## src/rtl/store_unit_pkg.sv

```systemverilog
// Shared types for the MEM-stage store path: operand/op types, FSM encoding,
// and the registered bus beat.
package store_unit_pkg;

    typedef logic [31:0] word_t;
    typedef logic [3:0]  be_t;

    typedef enum logic [3:0] {
        OP_NOP = 4'd0,
        OP_ADD = 4'd1,
        OP_SUB = 4'd2,
        OP_AND = 4'd3,
        OP_OR  = 4'd4,
        OP_XOR = 4'd5,
        OP_LB  = 4'd6,
        OP_LH  = 4'd7,
        OP_LW  = 4'd8,
        OP_SB  = 4'd9,
        OP_SH  = 4'd10,
        OP_SW  = 4'd11,
        OP_BEQ = 4'd12,
        OP_JAL = 4'd13
    } oper_t;

    typedef enum logic {
        ST_IDLE = 1'b0,
        ST_BUSY = 1'b1
    } st_state_t;

    localparam int BUS_TIMEOUT_DEFAULT = 16;

    typedef struct packed {
        word_t addr;
        word_t wdata;
        be_t   be;
    } bus_beat_t;

    function automatic logic is_store_op(input oper_t op);
        return (op == OP_SB) || (op == OP_SH) || (op == OP_SW);
    endfunction

endpackage

```

## src/rtl/store_unit_align.sv

```systemverilog
// Byte-lane steering for SB/SH/SW: enables, replicated write data and the
// raw misalignment flag. Non-store ops produce all zeros.
module store_align
    import store_unit_pkg::*;
(
    input  oper_t       st_op,
    input  logic [1:0]  addr_lo,
    input  word_t       st_data,
    output be_t         be,
    output word_t       wdata,
    output logic        misalign_raw
);

    always_comb begin
        be           = '0;
        wdata        = '0;
        misalign_raw = 1'b0;
        case (st_op)
            OP_SB: begin
                be    = be_t'(4'b0001 << addr_lo);
                wdata = {4{st_data[7:0]}};
            end
            OP_SH: begin
                misalign_raw = addr_lo[0];
                be           = addr_lo[1] ? 4'b1100 : 4'b0011;
                wdata        = {2{st_data[15:0]}};
            end
            OP_SW: begin
                misalign_raw = (addr_lo != 2'b00);
                be           = 4'b1111;
                wdata        = st_data;
            end
            default: ;
        endcase
    end

endmodule

```

## src/rtl/store_unit.sv

```systemverilog
// MEM-stage store sequencer: accepts one aligned store, holds a req/ack bus
// transaction until ack, error or timeout, and stalls the pipe meanwhile.
module store_unit
    import store_unit_pkg::*;
#(
    parameter int TIMEOUT_CYCLES = BUS_TIMEOUT_DEFAULT
) (
    input  logic  clk,
    input  logic  rst,
    input  logic  st_valid,
    input  oper_t st_op,
    input  word_t st_addr,
    input  word_t st_data,
    input  logic  flush,
    output logic  stall,
    output logic  st_done,
    output logic  misalign,
    output logic  bus_fault,
    output logic  bus_req,
    output logic  bus_we,
    output word_t bus_addr,
    output word_t bus_wdata,
    output be_t   bus_be,
    input  logic  bus_ack,
    input  logic  bus_err
);

    localparam int CNT_W = (TIMEOUT_CYCLES > 2) ? $clog2(TIMEOUT_CYCLES) : 1;

    st_state_t        state, state_nxt;
    bus_beat_t        beat;
    logic [CNT_W-1:0] tmo_cnt;

    be_t   al_be;
    word_t al_wdata;
    logic  al_mis;

    logic is_store, accept, cnt_max, ack_ok, fault_hit, term;

    store_align u_align (
        .st_op        (st_op),
        .addr_lo      (st_addr[1:0]),
        .st_data      (st_data),
        .be           (al_be),
        .wdata        (al_wdata),
        .misalign_raw (al_mis)
    );

    assign is_store  = st_valid & is_store_op(st_op);
    assign accept    = is_store & ~al_mis & ~flush;
    assign cnt_max   = (tmo_cnt == CNT_W'(TIMEOUT_CYCLES - 1));
    // Error outranks ack; ack outranks a timeout landing on the same cycle.
    assign ack_ok    = bus_ack & ~bus_err;
    assign fault_hit = bus_err | (~bus_ack & cnt_max);
    assign term      = bus_ack | bus_err | cnt_max;

    always_ff @(posedge clk or posedge rst) begin
        if (rst) state <= ST_IDLE;
        else     state <= state_nxt;
    end

    always_comb begin
        state_nxt = state;
        case (state)
            ST_IDLE: if (accept) state_nxt = ST_BUSY;
            ST_BUSY: if (term)   state_nxt = ST_IDLE;
            default: state_nxt = ST_IDLE;
        endcase
    end

    always_comb begin
        stall     = 1'b0;
        st_done   = 1'b0;
        misalign  = 1'b0;
        bus_fault = 1'b0;
        bus_req   = 1'b0;
        case (state)
            ST_IDLE: begin
                stall    = accept;
                misalign = is_store & al_mis & ~flush;
            end
            ST_BUSY: begin
                bus_req   = 1'b1;
                st_done   = ack_ok;
                bus_fault = fault_hit;
                stall     = ~term;
            end
            default: ;
        endcase
    end

    assign bus_we    = bus_req;
    assign bus_addr  = beat.addr;
    assign bus_wdata = beat.wdata;
    assign bus_be    = beat.be;

    always_ff @(posedge clk or posedge rst) begin
        if (rst) begin
            beat <= '0;
        end else if (state == ST_IDLE && accept) begin
            beat.addr  <= {st_addr[31:2], 2'b00};
            beat.wdata <= al_wdata;
            beat.be    <= al_be;
        end
    end

    always_ff @(posedge clk or posedge rst) begin
        if (rst)                           tmo_cnt <= '0;
        else if (state == ST_BUSY && !term) tmo_cnt <= tmo_cnt + 1'b1;
        else                               tmo_cnt <= '0;
    end

endmodule

```

## config.mk

```make
export PLATFORM = sky130hd
export DESIGN_NAME = store_unit
export DESIGN_NICKNAME = d
export VERILOG_FILES = /design/src/rtl/store_unit_pkg.sv /design/src/rtl/store_unit_align.sv /design/src/rtl/store_unit.sv
export SDC_FILE = /design/constraint.sdc
export NUM_CORES = 1
export LEC_CHECK = 0
export ABC_AREA = 0
export CAP_MARGIN = 5
export CORE_MARGIN = 3
export CORE_UTILIZATION = 42
export CTS_BUF_LIST = sky130_fd_sc_hd__clkbuf_8 sky130_fd_sc_hd__clkbuf_16
export DETAILED_ROUTE_END_ITERATION = 10
export HOLD_SLACK_MARGIN = 0.15
export PLACE_DENSITY = 0.8
export SLEW_MARGIN = 20
export SYNTH_ARGS = -nofsm -noshare
export SYNTH_HDL_FRONTEND = slang
export SYNTH_SLANG_ARGS = --single-unit
export TNS_END_PERCENT = 20
```

## constraint.sdc

```tcl
create_clock -name clk -period 2.9 [get_ports clk]
set_clock_uncertainty 0.2 [all_clocks]
set_input_delay 0.435 -clock clk [delete_from_list [all_inputs] [get_ports clk]]
set_output_delay 0.435 -clock clk [all_outputs]
set_load 0.01 [all_outputs]
```

Yosys cells after proc, flatten, opt, wreduce, memory -nomap -nowiden
Index checks and enable logic that the tools add are counted.
Widths: inputs -> output; s select.
{"block": "totals", "ff_bits": 71, "in_bits": 74, "out_inout_bits": 74, "elab_cells": 46}
{"block": "classes", "n_addsub": 1, "eq_ne": 4, "n_shift": 1, "muxes": 13, "bitwise": 16, "n_reduce_logical": 6}
{"operator": "$pmux 32 s3", "count": 1}
{"operator": "$eq 4x4->1 const B", "count": 4}
{"operator": "$pmux 4 s3", "count": 1}
{"operator": "$mux 4", "count": 2}
{"operator": "$and 1x1->1", "count": 7}
{"operator": "$mux 1", "count": 6}
{"operator": "$not 1->1", "count": 6}
{"operator": "$pmux 1 s2", "count": 3}
{"operator": "$add 4x1->4 const B", "count": 1}
{"operator": "$shl 1x2->4 const A", "count": 1}
{"operator": "$or 1x1->1", "count": 3}
{"operator": "$logic_and 1x1->1", "count": 2}
{"operator": "$logic_or 1x1->1", "count": 2}
{"operator": "$reduce_bool 2->1", "count": 1}
{"operator": "$logic_not 1->1", "count": 1}

Depth between registers and ports, before layout
{"block": "logic_depth", "word_depth": 8, "ltp_mapped": 5, "depth_no_buf": 4}

Modules after synthesis
Synthesis repeated with hierarchy kept, for this count alone.
{"block": "hier_totals", "hier_cells": 283, "hier_area_um2": 3623.5}
{"module": "store_unit", "n_inst": 1, "cells_per_inst": 170, "area_each_um2": 2855.2}
{"module": "store_align", "n_inst": 1, "cells_per_inst": 113, "area_each_um2": 768.2}

Worst setup path before layout
OpenSTA, ideal clock, no wires.
{"block": "synth_timing", "kind": "register to output", "from": "reg state", "to": "out stall", "t_arrival_ns": 1.720, "t_required_ns": 2.265, "slack_ns": 0.545, "stages_incl_launch_ff": 6, "n_path_buf": 2, "cell_sequence": "dfrtp_1 or3b_1 a2111oi_4 buf_6 buf_6 nand2b_1"}
{"block": "synth_between", "elab_chain_len": 2}
{"element": "from (decl)", "line_no": "store_unit.sv:30", "source": "st_state_t state, state_nxt;"}
{"element": "from (signal assigned)", "line_no": "store_unit.sv:59", "source": "else state <= state_nxt;"}
{"element": "$not 1->1"}
{"element": "$pmux 1 s2 *", "line_no": "store_unit.sv:77", "source": "case (state)"}
{"element": "to (decl)", "line_no": "store_unit.sv:15", "source": "output logic stall,"}
Every way passes the cells marked *; elsewhere a longest branch is shown, timed or not.

Worst setup path after layout
{"block": "layout_timing", "from": "in st_valid", "to": "out misalign"}
{"block": "layout_between", "elab_chain_len": 4}
{"element": "from (decl)", "line_no": "store_unit.sv:10", "source": "input logic st_valid,"}
{"element": "$and 1x1->1", "line_no": "store_unit.sv:49", "source": "assign is_store = st_valid & is_store_op(st_op);"}
{"element": "$and 1x1->1 (2 in a row)", "line_no": "store_unit.sv:80", "source": "misalign = is_store & al_mis & ~flush;"}
{"element": "$mux 1", "line_no": "store_unit.sv:77"}
{"element": "to (decl)", "line_no": "store_unit.sv:17", "source": "output logic misalign,"}
No other way between the ends.

==> results.py <==
metrics = {
    "yosys": {
        "syn-cell-area_sq_um": 3362,
        "synth_top_cell_by_area": "dfrtp_1",
        "ys_types": 36,
        "ys.flop_type": "dfrtp_1",
        "yosysTopAreaCellShare_pct": 52.85,
        "ys_warn_count": 0,
        "syn_inst": 252,
        "synth_seq_area_share_pct": 52.85,
        "synthArstFlopShare_pct": 100.0,
        "yosys-top-cells-count": "dfrtp_1 (71), mux2_2 (46), mux2_1 (28)",
        "synth_area_leaders": "dfrtp_1 (53%), mux2_2 (15%), mux2_1 (9.4%)",
        "yosysMostFrequentCell": "dfrtp_1",
        "synth_edf_count": 0,
        "syn_avg_cell_area_sq_um": 13.34,
        "yosys_register_bits": 71,
    },
    "power_and_ir_drop": {
        "report.power.total_mw": 3.168,
        "irDropWorstVdd_mv": 0.4273,
        "power.switching_uw": 816.6,
        "switching_share_pct": 25.78,
        "power.leakage_nw": 2.261,
        "pwr-share-clk_pct": 29.8,
        "combPwrFrac_pct": 29.5,
        "intPower_mw": 2.351,
        "p_seq_share_pct": 40.7,
        "p_per_area_nw_per_um2": 612.6,
    },
    "timing": {
        "hold_violations": 0,
        "maxSlewHeadroom_pct": 57.74,
        "finalWorstSetupSlack_ns": 0.05653,
        "fmax_mhz": 351.7,
        "period_needed_ns": 2.843,
        "rsz0062_at_grt": "no",
        "finalMaxSlewViolations": 0,
        "fin_crit_sh_pct": 98.05,
        "finalSetupViolCount": 0,
        "finalSetupTns_ns": 0,
        "tightest_slew_ns": 0.6254,
    },
    "setup_path": {
        "path_class": "primary input to primary output",
        "worstSetupStartpointType": "primary input",
        "required_ns": 2.27,
        "endpoint": "misalign",
        "r2r_end": "bus_be[2]",
        "rrSetupSlack_ns": 0.36,
        "arrival_ns": 2.21,
        "cp_max_fo": 2,
        "rr_startpoint": "state",
        "r2r.worst_path.cells": 5,
        "crit_start": "st_valid",
        "crit_path_end_kind": "primary output",
    },
    "drt": {
        "wire_per_inst_um": 17.54,
        "ant_nets": 0,
        "drt_iter0_drc": 65,
        "route.detailed.drc": 0,
        "vias": 2570,
        "drtPass1Iterations": 4,
        "routed_wl_um": 8825,
        "drt-vias-per-instance": 5.109,
    },
    "clock_network": {
        "ctsHtreeMaxLevel": 3,
        "cts_tree": "built",
        "clock-sinks": 71,
        "clockBufferDepth": 2,
        "clkLatencyLatePin_ns": 0.34,
        "root_buffer": "clkbuf_8",
        "holdBufCountCts": 0,
        "cts_made_buffers": 9,
        "path_clk_slew_ns": 0.07,
    },
    "min_path": {
        "hold_path_class": "flop to flop",
        "hold_path_depth": 1,
    },
    "layout": {
        "fin_nets": 474,
        "fin_area_sq_um": 5171,
        "seqCellArea_sq_um": 1777,
        "final_util_pct": 68.72,
        "multiInputGateArea_sq_um": 1483,
        "fill_cells": 576,
        "syn2layout_area_growth_pct": 53.81,
        "drive_above_1_share_pct": 18.81,
        "n_antenna_cell": 0,
    },
    "die": {
        "io_pins": 148,
        "core_area_sq_um": 7525,
        "fp.dieArea_sq_um": 9115,
        "chipWidth_um": 95.47,
        "die_y_um": 95.47,
        "start_util_pct": 44.68,
        "rows": 31,
    },
    "global_routing": {
        "antenna_found_initial": 0,
        "grt-busiest-layer": "met2",
        "grt_max_degree": 72,
        "first_global_vias": 2720,
        "gr-total-overflow": 0,
        "use_met1_pct": 24.90,
        "grt.total_usage_pct": 20.10,
        "gr-usage-met2_pct": 34.23,
        "grt_pass1_wl_um": 13970,
        "grtUsageMet3_pct": 5.288,
    },
    "placement": {
        "dp_hpwl_um": 6515,
        "io_buffers": 145,
        "dpl_cell_area_sq_um": 4910,
        "place_ws_ns": -0.06788,
        "gp_congestion": 0.7852,
    },
    "job": {
        "maxCapViolations": 0,
    },
    "outcome": {
        "status": "complete, no violations",
    },
}
## power by group through the flow
stage | Sequential, mW | Combinational (mW) | Clock (mW)
after global placement | 1.30 | 0.926 | 0
final | 1.29 | 0.934 | 0.945
after floorplan | 1.40 | 0.249 | 0
after CTS | 1.29 | 0.951 | 0.968
after detailed placement | 1.31 | 0.945 | 0
after global routing | 1.32 | 1.00 | 1.01
## flip-flops by register name, summed over array words and instances (netlist names)
name,flops
bus_wdata,32
tmo_cnt,4
bus_be,4
state,1
bus_addr,30
## how the worst min path moves through the flow
stage / slack [ns] / startpoint / to
after floorplan: 0.23 / tmo_cnt[0] / tmo_cnt[0]
after global placement: 0.25 / tmo_cnt[0] / tmo_cnt[0]
after detailed placement: 0.26 / tmo_cnt[0] / tmo_cnt[0]
after CTS: 0.27 / tmo_cnt[0] / tmo_cnt[0]
after global routing: 0.30 / tmo_cnt[0] / tmo_cnt[0]
final: 0.27 / tmo_cnt[0] / tmo_cnt[0]
## worst max-delay path: stages
cell and delay, ns:
clkdlybuf4s50_1 0.45, or3b_4 0.40, nor4b_4 0.23, buf_4 0.15
clkdlybuf4s50_1 0.55
## metal layers
metal	vias up	routed length (um)
li1	1206	-
met1	1266	3577
met2	88	4456
met3	10	684
met4	0	106
met5	-	0
## cell usage in the layout (no fill, tap or decap), types with 3 or more instances in the layout
| cell | netlist | routed |
|---|---|---|
| clkdlybuf4s50_1 | 0 | 142 |
| dfrtp_1 | 71 | 71 |
| mux2_2 | 46 | 46 |
| mux2_1 | 28 | 28 |
| nand3b_1 | 11 | 11 |
| nand2_1 | 10 | 10 |
| a21oi_1 | 10 | 10 |
| clkbuf_8 | 0 | 9 |
| a22o_1 | 8 | 8 |
| buf_4 | 6 | 7 |
| and3b_1 | 5 | 5 |
| nor2_1 | 4 | 4 |
| a221o_1 | 4 | 4 |
| mux2i_1 | 4 | 4 |
| o2bb2ai_1 | 4 | 4 |
| nand3_1 | 3 | 3 |
| bufinv_16 | 0 | 3 |
## cell families after synthesis
family,after synthesis,synth area share (%)
mux,78,25.98
flops,71,52.85
simple gates,46,8.672
compound gates,32,7.592
buf+inv,21,3.908
xor+xnor,2,0.5211
fa+ha+maj,1,0.3721
other cells,1,0.1115
## through the flow
stage	hold slack, ns	std cells
3_5_place_dp	0.2626	487
6_report	0.2711	503
2_1_floorplan	0.2312	253
5_1_grt	0.2958	503
4_1_cts	0.2723	503
3_3_place_gp	0.2460	487
## layout make-up
class	count	share of cell area, %
well taps	99	2.395
repair buffers	154	29.86
clock inverters	7	2.178
flip-flops and latches	71	34.36
multi-input cells	161	28.67
clock buffers	9	2.395
inverters	2	0.1452
## what timing repair did
item                                    in CTS  in global routing
gates resized for setup                      5                  2
pin swaps                                    1                  0
buffers inserted                             0                  0
endpoints found under the setup margin       2                  1
Note: power is estimated with default switching activity, not from simulation.
